## config.mk

```make
export PLATFORM = sky130hd
export DESIGN_NAME = string_matcher
export DESIGN_NICKNAME = d
export VERILOG_FILES = /design/src/rtl/string_matcher_pkg.sv /design/src/rtl/string_matcher_win.sv /design/src/rtl/string_matcher.sv
export SDC_FILE = /design/constraint.sdc
export NUM_CORES = 1
export LEC_CHECK = 0
export ABC_AREA = 1
export BUFFER_PORTS_ARGS = -buffer_cell sky130_fd_sc_hd__buf_2
export CORE_ASPECT_RATIO = 1.4
export CORE_MARGIN = 5
export CORE_UTILIZATION = 50
export CTS_BUF_LIST = sky130_fd_sc_hd__clkbuf_8 sky130_fd_sc_hd__clkbuf_16
export CTS_CLUSTER_DIAMETER = 150
export DETAILED_ROUTE_END_ITERATION = 10
export PLACE_DENSITY = 0.79
export SLEW_MARGIN = 5
export SYNTH_ARGS = -nofsm -noshare
export SYNTH_HDL_FRONTEND = slang
export SYNTH_SLANG_ARGS = --single-unit
```

## constraint.sdc

```tcl
create_clock -name clk -period 3.5 [get_ports clk]
set_clock_uncertainty 0.15 [all_clocks]
set_input_delay 0 -clock clk [delete_from_list [all_inputs] [get_ports clk]]
set_output_delay 0 -clock clk [all_outputs]
set_load 0.1 [all_outputs]
```

## src/rtl/string_matcher_pkg.sv

```systemverilog
// Shared definitions for the serial bit-pattern matcher.
// Holds the run FSM encoding and the default geometry.
package string_matcher_pkg;

    localparam int DEF_DATA_W  = 16;
    localparam int DEF_PAT_MAX = 8;
    localparam int DEF_CNT_W   = 16;

    typedef enum logic [1:0] {
        ST_IDLE = 2'd0,
        ST_RUN  = 2'd1,
        ST_DONE = 2'd2
    } state_t;

endpackage

```

## src/rtl/string_matcher_win.sv

```systemverilog
// Sliding bit window: history shift register, fill counter
// and masked compare of the newest pat_len bits against pat.
module string_matcher_win
    import string_matcher_pkg::*;
#(
    parameter int PAT_MAX = DEF_PAT_MAX,
    parameter int LW      = $clog2(DEF_PAT_MAX + 1)
) (
    input  logic               clk,
    input  logic               clr,
    input  logic               start,
    input  logic               shift,
    input  logic               bit_in,
    input  logic [PAT_MAX-1:0] pat,
    input  logic [LW-1:0]      pat_len,
    input  logic               overlap,
    output logic               hit
);

    logic [PAT_MAX-1:0] hist_q, hist_d;
    logic [LW-1:0]      fill_q, fill_d;
    logic [PAT_MAX-1:0] shifted;
    logic [PAT_MAX-1:0] win;
    logic [PAT_MAX-1:0] mask;
    logic [LW-1:0]      fill_inc;
    logic               len_ok;
    logic               eq;

    // Newest bit enters at the top, so the oldest of the last
    // pat_len bits sits at index PAT_MAX-pat_len and lines up
    // with pat[0] after the right shift.
    always_comb begin
        hist_d   = hist_q;
        fill_d   = fill_q;
        hit      = 1'b0;
        shifted  = {bit_in, hist_q[PAT_MAX-1:1]};
        fill_inc = (fill_q == LW'(PAT_MAX)) ? fill_q : fill_q + 1'b1;
        len_ok   = (pat_len != '0) && (pat_len <= LW'(PAT_MAX));
        for (int k = 0; k < PAT_MAX; k++) begin
            mask[k] = (LW'(k) < pat_len);
        end
        win = shifted >> (LW'(PAT_MAX) - pat_len);
        eq  = (((win ^ pat) & mask) == '0);
        if (start) begin
            hist_d = '0;
            fill_d = '0;
        end else if (shift) begin
            hit    = len_ok && (fill_inc >= pat_len) && eq;
            hist_d = shifted;
            fill_d = (hit && !overlap) ? '0 : fill_inc;
        end
    end

    // Window state register with synchronous clear.
    always_ff @(posedge clk) begin
        if (clr) begin
            hist_q <= '0;
            fill_q <= '0;
        end else begin
            hist_q <= hist_d;
            fill_q <= fill_d;
        end
    end

endmodule

```

## src/rtl/string_matcher.sv

```systemverilog
// Scans one latched word LSB-first, one bit per cycle, and
// counts occurrences of a short bit pattern.
module string_matcher
    import string_matcher_pkg::*;
#(
    parameter int DATA_W  = DEF_DATA_W,
    parameter int PAT_MAX = DEF_PAT_MAX,
    parameter int CNT_W   = DEF_CNT_W
) (
    input  logic                         clk,
    input  logic                         clr,
    input  logic                         en,
    input  logic [DATA_W-1:0]            din,
    input  logic [PAT_MAX-1:0]           pat,
    input  logic [$clog2(PAT_MAX+1)-1:0] pat_len,
    input  logic                         overlap,
    output logic [CNT_W-1:0]             count,
    output logic                         match,
    output logic                         busy,
    output logic                         done
);

    localparam int LW    = $clog2(PAT_MAX + 1);
    localparam int IDX_W = $clog2(DATA_W);

    state_t             state_q, state_d;
    logic [IDX_W-1:0]   idx_q, idx_d;
    logic [DATA_W-1:0]  din_q, din_d;
    logic [PAT_MAX-1:0] pat_q, pat_d;
    logic [LW-1:0]      len_q, len_d;
    logic               ovl_q, ovl_d;
    logic [CNT_W-1:0]   cnt_q, cnt_d;
    logic               match_q, match_d;
    logic               start;
    logic               shift;
    logic               hit;

    string_matcher_win #(
        .PAT_MAX (PAT_MAX),
        .LW      (LW)
    ) u_win (
        .clk     (clk),
        .clr     (clr),
        .start   (start),
        .shift   (shift),
        .bit_in  (din_q[idx_q]),
        .pat     (pat_q),
        .pat_len (len_q),
        .overlap (ovl_q),
        .hit     (hit)
    );

    // Next-state logic: start a run from IDLE/DONE, step one
    // bit per cycle in RUN, count hits with saturation.
    always_comb begin
        state_d = state_q;
        idx_d   = idx_q;
        din_d   = din_q;
        pat_d   = pat_q;
        len_d   = len_q;
        ovl_d   = ovl_q;
        cnt_d   = cnt_q;
        match_d = 1'b0;
        start   = 1'b0;
        shift   = 1'b0;
        unique case (state_q)
            ST_IDLE, ST_DONE: begin
                if (en) begin
                    din_d   = din;
                    pat_d   = pat;
                    len_d   = pat_len;
                    ovl_d   = overlap;
                    cnt_d   = '0;
                    idx_d   = '0;
                    start   = 1'b1;
                    state_d = ST_RUN;
                end
            end
            ST_RUN: begin
                shift = 1'b1;
                if (hit) begin
                    match_d = 1'b1;
                    cnt_d   = (&cnt_q) ? cnt_q : cnt_q + 1'b1;
                end
                idx_d = idx_q + 1'b1;
                if (idx_q == IDX_W'(DATA_W - 1)) begin
                    state_d = ST_DONE;
                end
            end
            default: state_d = ST_IDLE;
        endcase
    end

    // Run FSM and datapath registers; clr wins over everything.
    always_ff @(posedge clk) begin
        if (clr) begin
            state_q <= ST_IDLE;
            idx_q   <= '0;
            din_q   <= '0;
            pat_q   <= '0;
            len_q   <= '0;
            ovl_q   <= 1'b0;
            cnt_q   <= '0;
            match_q <= 1'b0;
        end else begin
            state_q <= state_d;
            idx_q   <= idx_d;
            din_q   <= din_d;
            pat_q   <= pat_d;
            len_q   <= len_d;
            ovl_q   <= ovl_d;
            cnt_q   <= cnt_d;
            match_q <= match_d;
        end
    end

    assign count = cnt_q;
    assign match = match_q;
    assign busy  = (state_q == ST_RUN);
    assign done  = (state_q == ST_DONE);

endmodule
```

==> flow_metrics.tcl, run 1 <==
set metrics [dict create \
    vdd_drop_max_uv 295.3 \
    wl_per_cell_um 13.60 \
    avgViaCountPerCell 5.326 \
    cts.htree.levels 3 \
    fin_setup_tns_ps 0 \
    synth_nets 566 \
    ys.flop_type "dfxtp_1" \
    area_growth_pct 23.08 \
    fillers 619 \
    place.detailed.hpwl_mm 6.420 \
    synth_common_cells "88 x nand2_1, 63 x dfxtp_1, 56 x inv_1, 54 x nor2_1" \
    status "completed" \
    cts.sinks 63 \
    cts_tree "done" \
    place_congestion 0.9579 \
    clk_latency_ps 340 \
    wirelength_mm 9.506 \
    io_pins 51 \
    seqPwrFrac_pct 40.4 \
    synth_area_leaders "dfxtp_1 35%, nand2_1 9.1%, nand3_1 6.6%" \
    overflow 0 \
    grt_util_all_layers_pct 22.49 \
    grt_pass1_wl_mm 16.35 \
    antenna_cells 0 \
    min_period_ps 3038 \
    vias 3723 \
    cellLeakagePower_nw 1.905 \
    cap_viol_max_count 0 \
    regArea_um2 1261 \
    grt_setup_unrepaired "no" \
    ys_async_sr_fraction_pct 0 \
    drtAntennaViolNets 0 \
    drive_above_1_share_pct 18.38 \
    numCtsBuffers 9 \
    maxSlewViolCount 0 \
    syn-instance-count 524 \
    post_cts_buffers 0 \
    nNetsFinal 641 \
    drtIter0Drc 173 \
    cp-end-kind "flip-flop" \
    synth_seq_cells 63 \
    fmax_ghz 0.3291 \
    slew_headroom_pct 45.49 \
    synth_top_area_share_pct 34.63 \
    clock_power_share_pct 37.8 \
    hold_class "input port to flip-flop" \
    worst_pin_slew_ps 816.8 \
    p_int_mw 1.340 \
    finalCritPeriodShare_pct 86.81 \
    cp_max_fo 17 \
    coreArea_um2 7027 \
    switching_share_pct 30.62 \
    final-hold-violation-count 0 \
    ys_types 37 \
    dieArea_um2 9116 \
    cp.required_ps 3620 \
    synth_edf_count 0 \
    cts_resized 0 \
    yosysSeqAreaShare_pct 34.63 \
    fin_ws_ps 461.7 \
    grt_max_degree 38 \
    drt_pass1_iterations 5 \
    clockRootBuffer "clkbuf_8" \
    critical_path.startpoint_type "flip-flop" \
    drc 0 \
    row_count 36 \
    synth.most_common_cell "nand2_1" \
    clkTransAtPathRegs_ps 70 \
    synth.avg_cell_area_um2 6.951 \
    fp.dieH_um 111.0 \
    crit_arrival_ps 3160 \
    synth.largest_area_cell "dfxtp_1" \
    cts.path.max_buffers 2 \
    grt_antenna_before_repair 0 \
    crit_type "flip-flop to flip-flop" \
    setup_viol 0 \
    power_switching_mw 0.5915 \
    post-place-ws_ps 478.1 \
    place.port_buffers 50 \
    grt_pass1_vias 3745 \
    initial_core_util_pct 51.83 \
    die_x_um 82.14 \
    p_comb_share_pct 21.8 \
    power.density_nw_per_um2 431.0 \
    multiInputGateArea_um2 2041 \
    yosysWarningCount 0 \
    syn-cell-area_um2 3642 \
]
-- power groups by stage --
stage               clock network, mW  registers [mW]  logic [mW]
global placement                    0           0.793       0.376
finish                          0.730           0.780       0.422
global route                    0.774           0.783       0.472
floorplan                           0           0.796       0.299
CTS                             0.745           0.779       0.415
detailed placement                  0           0.795       0.385
-- final cells by class --
cell class / count / share of cell area, %
Sequential cell: 63 / 28.13
Timing Repair Buffer: 87 / 13.51
Clock inverter: 5 / 1.786
Clock buffer: 11 / 3.377
Inverter: 60 / 5.024
Tap cell: 95 / 2.651
Multi-Input combinational cell: 378 / 45.52
-- per-stage QoR --
stage	area, um2	util (%)	std cells	hold WS (ps)	total power, mW
2_1_floorplan	3642	-	524	-15.10	1.095
3_3_place_gp	3941	56.09	652	74.52	1.170
3_5_place_dp	3941	56.09	652	82.92	1.180
4_1_cts	4483	63.80	699	259.7	1.939
5_1_grt	4483	63.80	699	310.5	2.029
6_report	4483	63.80	699	273.4	1.932
-- final timing paths --
kind	from	endpoint	slack [ps]	depth (start not counted)
worst max-delay path	u_win.fill_q[0]$_SDFFE_PP0P_	count[5]$_SDFFE_PP0P_	460	18
worst max register to register	u_win.fill_q[0]$_SDFFE_PP0P_	count[5]$_SDFFE_PP0P_	460	18
worst min-delay path	din[7]	din_q[7]$_SDFFE_PP0P_	270	4
worst min register to register	din_q[10]$_SDFFE_PP0P_	din_q[10]$_SDFFE_PP0P_	310	2
-- placed cells by master (no fill, tap or decap), types with 2 or more instances in the layout --
cell,count
nand2_1,88
nand2_4,3
dlygate4sd3_1,31
o21ai_0,48
nand4_1,6
dfxtp_1,63
nor2_1,54
clkbuf_8,11
a21oi_2,9
nor2_2,2
xnor2_1,4
nand3_1,48
o21a_1,2
xor2_1,12
nand3b_1,4
buf_4,6
ha_1,10
buf_2,50
nand3_2,5
nor3_1,4
a21oi_1,47
inv_1,57
nand2_2,11
o21ai_1,2
nor2_4,4
bufinv_16,2
inv_2,3
nor4_1,2
a211oi_1,7
-- flip-flops by register name, summed over array words and instances, names as in the netlist, 2 cells and up --
name	flops
din_q	16
pat_q	8
count	16
u_win.hist_q	7
state_q	2
u_win.fill_q	4
len_q	4
idx_q	4
-- cells by family (layout without fill, tap and decap cells) --
family / Yosys count / after routing / share of synthesized area, %
AO/OA/AOI/OAI: 117 / 117 / 17.79
XOR/XNOR: 16 / 16 / 3.847
flip-flops: 63 / 63 / 34.63
adder cells (fa/ha/maj): 10 / 10 / 3.435
buffers and inverters: 83 / 163 / 9.343
AND/OR/NAND/NOR: 235 / 235 / 30.95
-- worst max-delay path: stages, from the launching register on --
cell	delay, ps
dfxtp_1	420
inv_1	80
ha_1	190
nand2_1	60
nor2_1	50
xor2_1	160
ha_1	280
inv_1	30
a21oi_1	130
o21a_1	130
o21a_1	110
o211ai_1	80
nor2_1	110
nand3_1	120
nor2_4	160
nand3_4	220
nand2_4	270
nand2_1	80
a21oi_1	130
-- routing by layer --
| metal | up-vias | part of all wire [%] | track usage, % |
|---|---|---|---|
| li1 | 1872 | - | - |
| met1 | 1708 | 40 | 24.53 |
| met2 | 112 | 52 | 39.34 |
| met3 | 31 | 4.3 | 4.959 |
| met4 | 0 | 3.7 | 11.31 |
| met5 | - | 0 | 0 |
-- repair_timing --
| action | 4_1_cts | 5_1_grt |
|---|---|---|
| hold buffers | 31 | 0 |
| hold endpoints to repair | 47 | 0 |
| setup endpoints to repair | 0 | 0 |
Note: power is estimated with default switching activity, not from simulation.
==> run 2, diff against run 1 <==
--- a/config.mk
+++ b/config.mk
@@ -7,7 +7,7 @@
 export LEC_CHECK = 0
 export ABC_AREA = 1
 export BUFFER_PORTS_ARGS = -buffer_cell sky130_fd_sc_hd__buf_2
-export CORE_ASPECT_RATIO = 1.4
+export CORE_ASPECT_RATIO = 0.7
 export CORE_MARGIN = 5
 export CORE_UTILIZATION = 50
 export CTS_BUF_LIST = sky130_fd_sc_hd__clkbuf_8 sky130_fd_sc_hd__clkbuf_16
==> run 2 against run 1 <==
  * Total power is 9.2% lower
  * Final cell count increased by 0.43%
  * Critical endpoint is now count[3]$_SDFFE_PP0P_
  * Largest cell class unchanged
  * Register-to-register slack is essentially flat
  * Sequential share of layout area up 0.34 points
  * Worst setup slack improved by 14 ps
  * Sequential power about the same
  * First-iteration DRC count grew 42%
  * Hold slack got worse by 26 ps
==> flow_metrics.tcl, run 2 (synthesized netlist as in run 1, its figures left out) <==
set metrics [dict create \
    status "completed" \
    clk_latency_ps 350 \
    grt_util_all_layers_pct 20.55 \
    cts.path.max_buffers 2 \
    io_pins 51 \
    fmax_ghz 0.3307 \
    clkTransAtPathRegs_ps 80 \
    worst_pin_slew_ps 521.0 \
    row_count 26 \
    min_period_ps 3024 \
    drc 0 \
    place_congestion 0.9197 \
    nNetsFinal 641 \
    grt_setup_unrepaired "no" \
    cts.htree.levels 3 \
    dieArea_um2 9119 \
    cts_tree "done" \
    overflow 0 \
    antenna_cells 0 \
    cp-end-kind "flip-flop" \
    drive_above_1_share_pct 18.38 \
    hold_class "input port to flip-flop" \
    fin_area_um2 4429 \
    final_cell_mix "88 x nand2_1, 63 x dfxtp_1, 57 x inv_1" \
    drtAntennaViolNets 0 \
    dpl_cell_area_um2 3945 \
    crit_slowest_cell "dfxtp_1" \
    p_int_mw 1.157 \
    cp_max_fo 17 \
    maxSlewViolCount 0 \
    place.detailed.hpwl_mm 6.449 \
    slew_headroom_pct 65.14 \
    wirelength_mm 9.051 \
    coreArea_um2 7189 \
    multiInputGateArea_um2 2041 \
    fp.dieH_um 81.41 \
    critical_path.startpoint_type "flip-flop" \
    slowest_delay_ps 410 \
    layout_commonest_cell "nand2_1" \
    wl_per_cell_um 12.89 \
    place.port_buffers 50 \
    power.density_nw_per_um2 396.2 \
    cts.sinks 63 \
    cp.required_ps 3630 \
    grt_max_degree 42 \
    numCtsBuffers 9 \
    seqPwrFrac_pct 44.3 \
    initial_core_util_pct 50.66 \
    area_growth_pct 21.61 \
    setup_viol 0 \
    switching_share_pct 34.08 \
    fillers 639 \
    grt_antenna_before_repair 0 \
    fin_setup_tns_ps 0 \
    critical_path.top_delay_family "simple AND/OR/NAND/NOR gates" \
    cellLeakagePower_nw 1.874 \
    grt_pass1_vias 3437 \
    crit_type "flip-flop to flip-flop" \
    crit_buf_inv 2 \
    regArea_um2 1261 \
    cap_viol_max_count 0 \
    clock_power_share_pct 32.1 \
    final-hold-violation-count 0 \
    vdd_drop_max_uv 268.4 \
    finalCritPeriodShare_pct 86.40 \
    grt_pass1_wl_mm 15.46 \
    crit_chain "inv_1 -> ha_1 -> nand2_1 -> nor2_1 -> xor2_1 -> ha_1 -> inv_1 -> a21oi_1 -> o21a_1 -> o21a_1 -> o211ai_1 -> nor2_1 -> nand3_1 -> nor2_4 -> nand3_4 -> nand2_4 -> nand2_1 -> a21oi_1" \
    vias 3678 \
    fin_hold_ws_ps 247.1 \
    die_x_um 112.0 \
    drt_pass1_iterations 6 \
    crit_arrival_ps 3160 \
    p_comb_share_pct 23.6 \
    clockRootBuffer "clkbuf_8" \
    drtIter0Drc 245 \
    avgViaCountPerCell 5.239 \
    power_switching_mw 0.5980 \
]
run 2: what timing repair did:
action	CTS	global route
endpoints found under the setup margin	0	0
endpoints found under the hold margin	47	0
setup buffers	0	0
gates resized for setup	0	0
hold buffers	31	0
run 2: final timing paths:
| check | slack (ps) | endpoint | start | cells past startpoint |
|---|---|---|---|---|
| setup / recovery | 480 | count[3]$_SDFFE_PP0P_ | u_win.fill_q[0]$_SDFFE_PP0P_ | 18 |
| hold / removal | 250 | din_q[11]$_SDFFE_PP0P_ | din[11] | 4 |
| setup reg to reg | 480 | count[3]$_SDFFE_PP0P_ | u_win.fill_q[0]$_SDFFE_PP0P_ | 18 |
| hold reg to reg | 300 | din_q[4]$_SDFFE_PP0P_ | din_q[4]$_SDFFE_PP0P_ | 2 |
run 2: cell type report:
cell class / count / area share [%]
multi-input cells: 378 / 46.07
flip-flops and latches: 63 / 28.47
repair buffers: 87 / 13.67
inverters: 60 / 5.085
clock buffers: 9 / 2.797
well taps: 98 / 2.768
clock inverters: 7 / 1.130
run 2: worst reg2reg max path: cells and delay by family, from the launching register on:
family          cells  cell delay, ps
flops               1             410
buf+inv             2             110
fa+ha+maj           2             480
xor+xnor            1             160
simple gates        8            1100
compound gates      5             560
run 2: per-stage QoR:
step | setup slack [ps] | power [mW] | instances | util [%]
after floorplan | 688.9 | 1.095 | 524 | -
after global placement | 678.1 | 1.164 | 655 | 54.87
after detailed placement | 504.0 | 1.177 | 655 | 54.87
after CTS | 488.2 | 1.767 | 702 | 61.61
after global routing | 162.6 | 1.859 | 702 | 61.61
final | 476.1 | 1.755 | 702 | 61.61
run 2: layer usage:
layer  GRT usage (%)  vias up  part of all wire [%]
met4           4.922        0                  0.97
met5               0        -                     0
met1           25.61     1701                    45
met2           36.42       95                    48
met3           5.007       11                   5.8
li1                -     1871                     -
run 2: power by group through the flow:
stage,registers [mW],clock network [mW],logic (mW)
3_3_place_gp,0.792,0,0.373
6_report,0.778,0.564,0.413
5_1_grt,0.782,0.611,0.466
3_5_place_dp,0.794,0,0.383
2_1_floorplan,0.796,0,0.299
4_1_cts,0.777,0.578,0.411
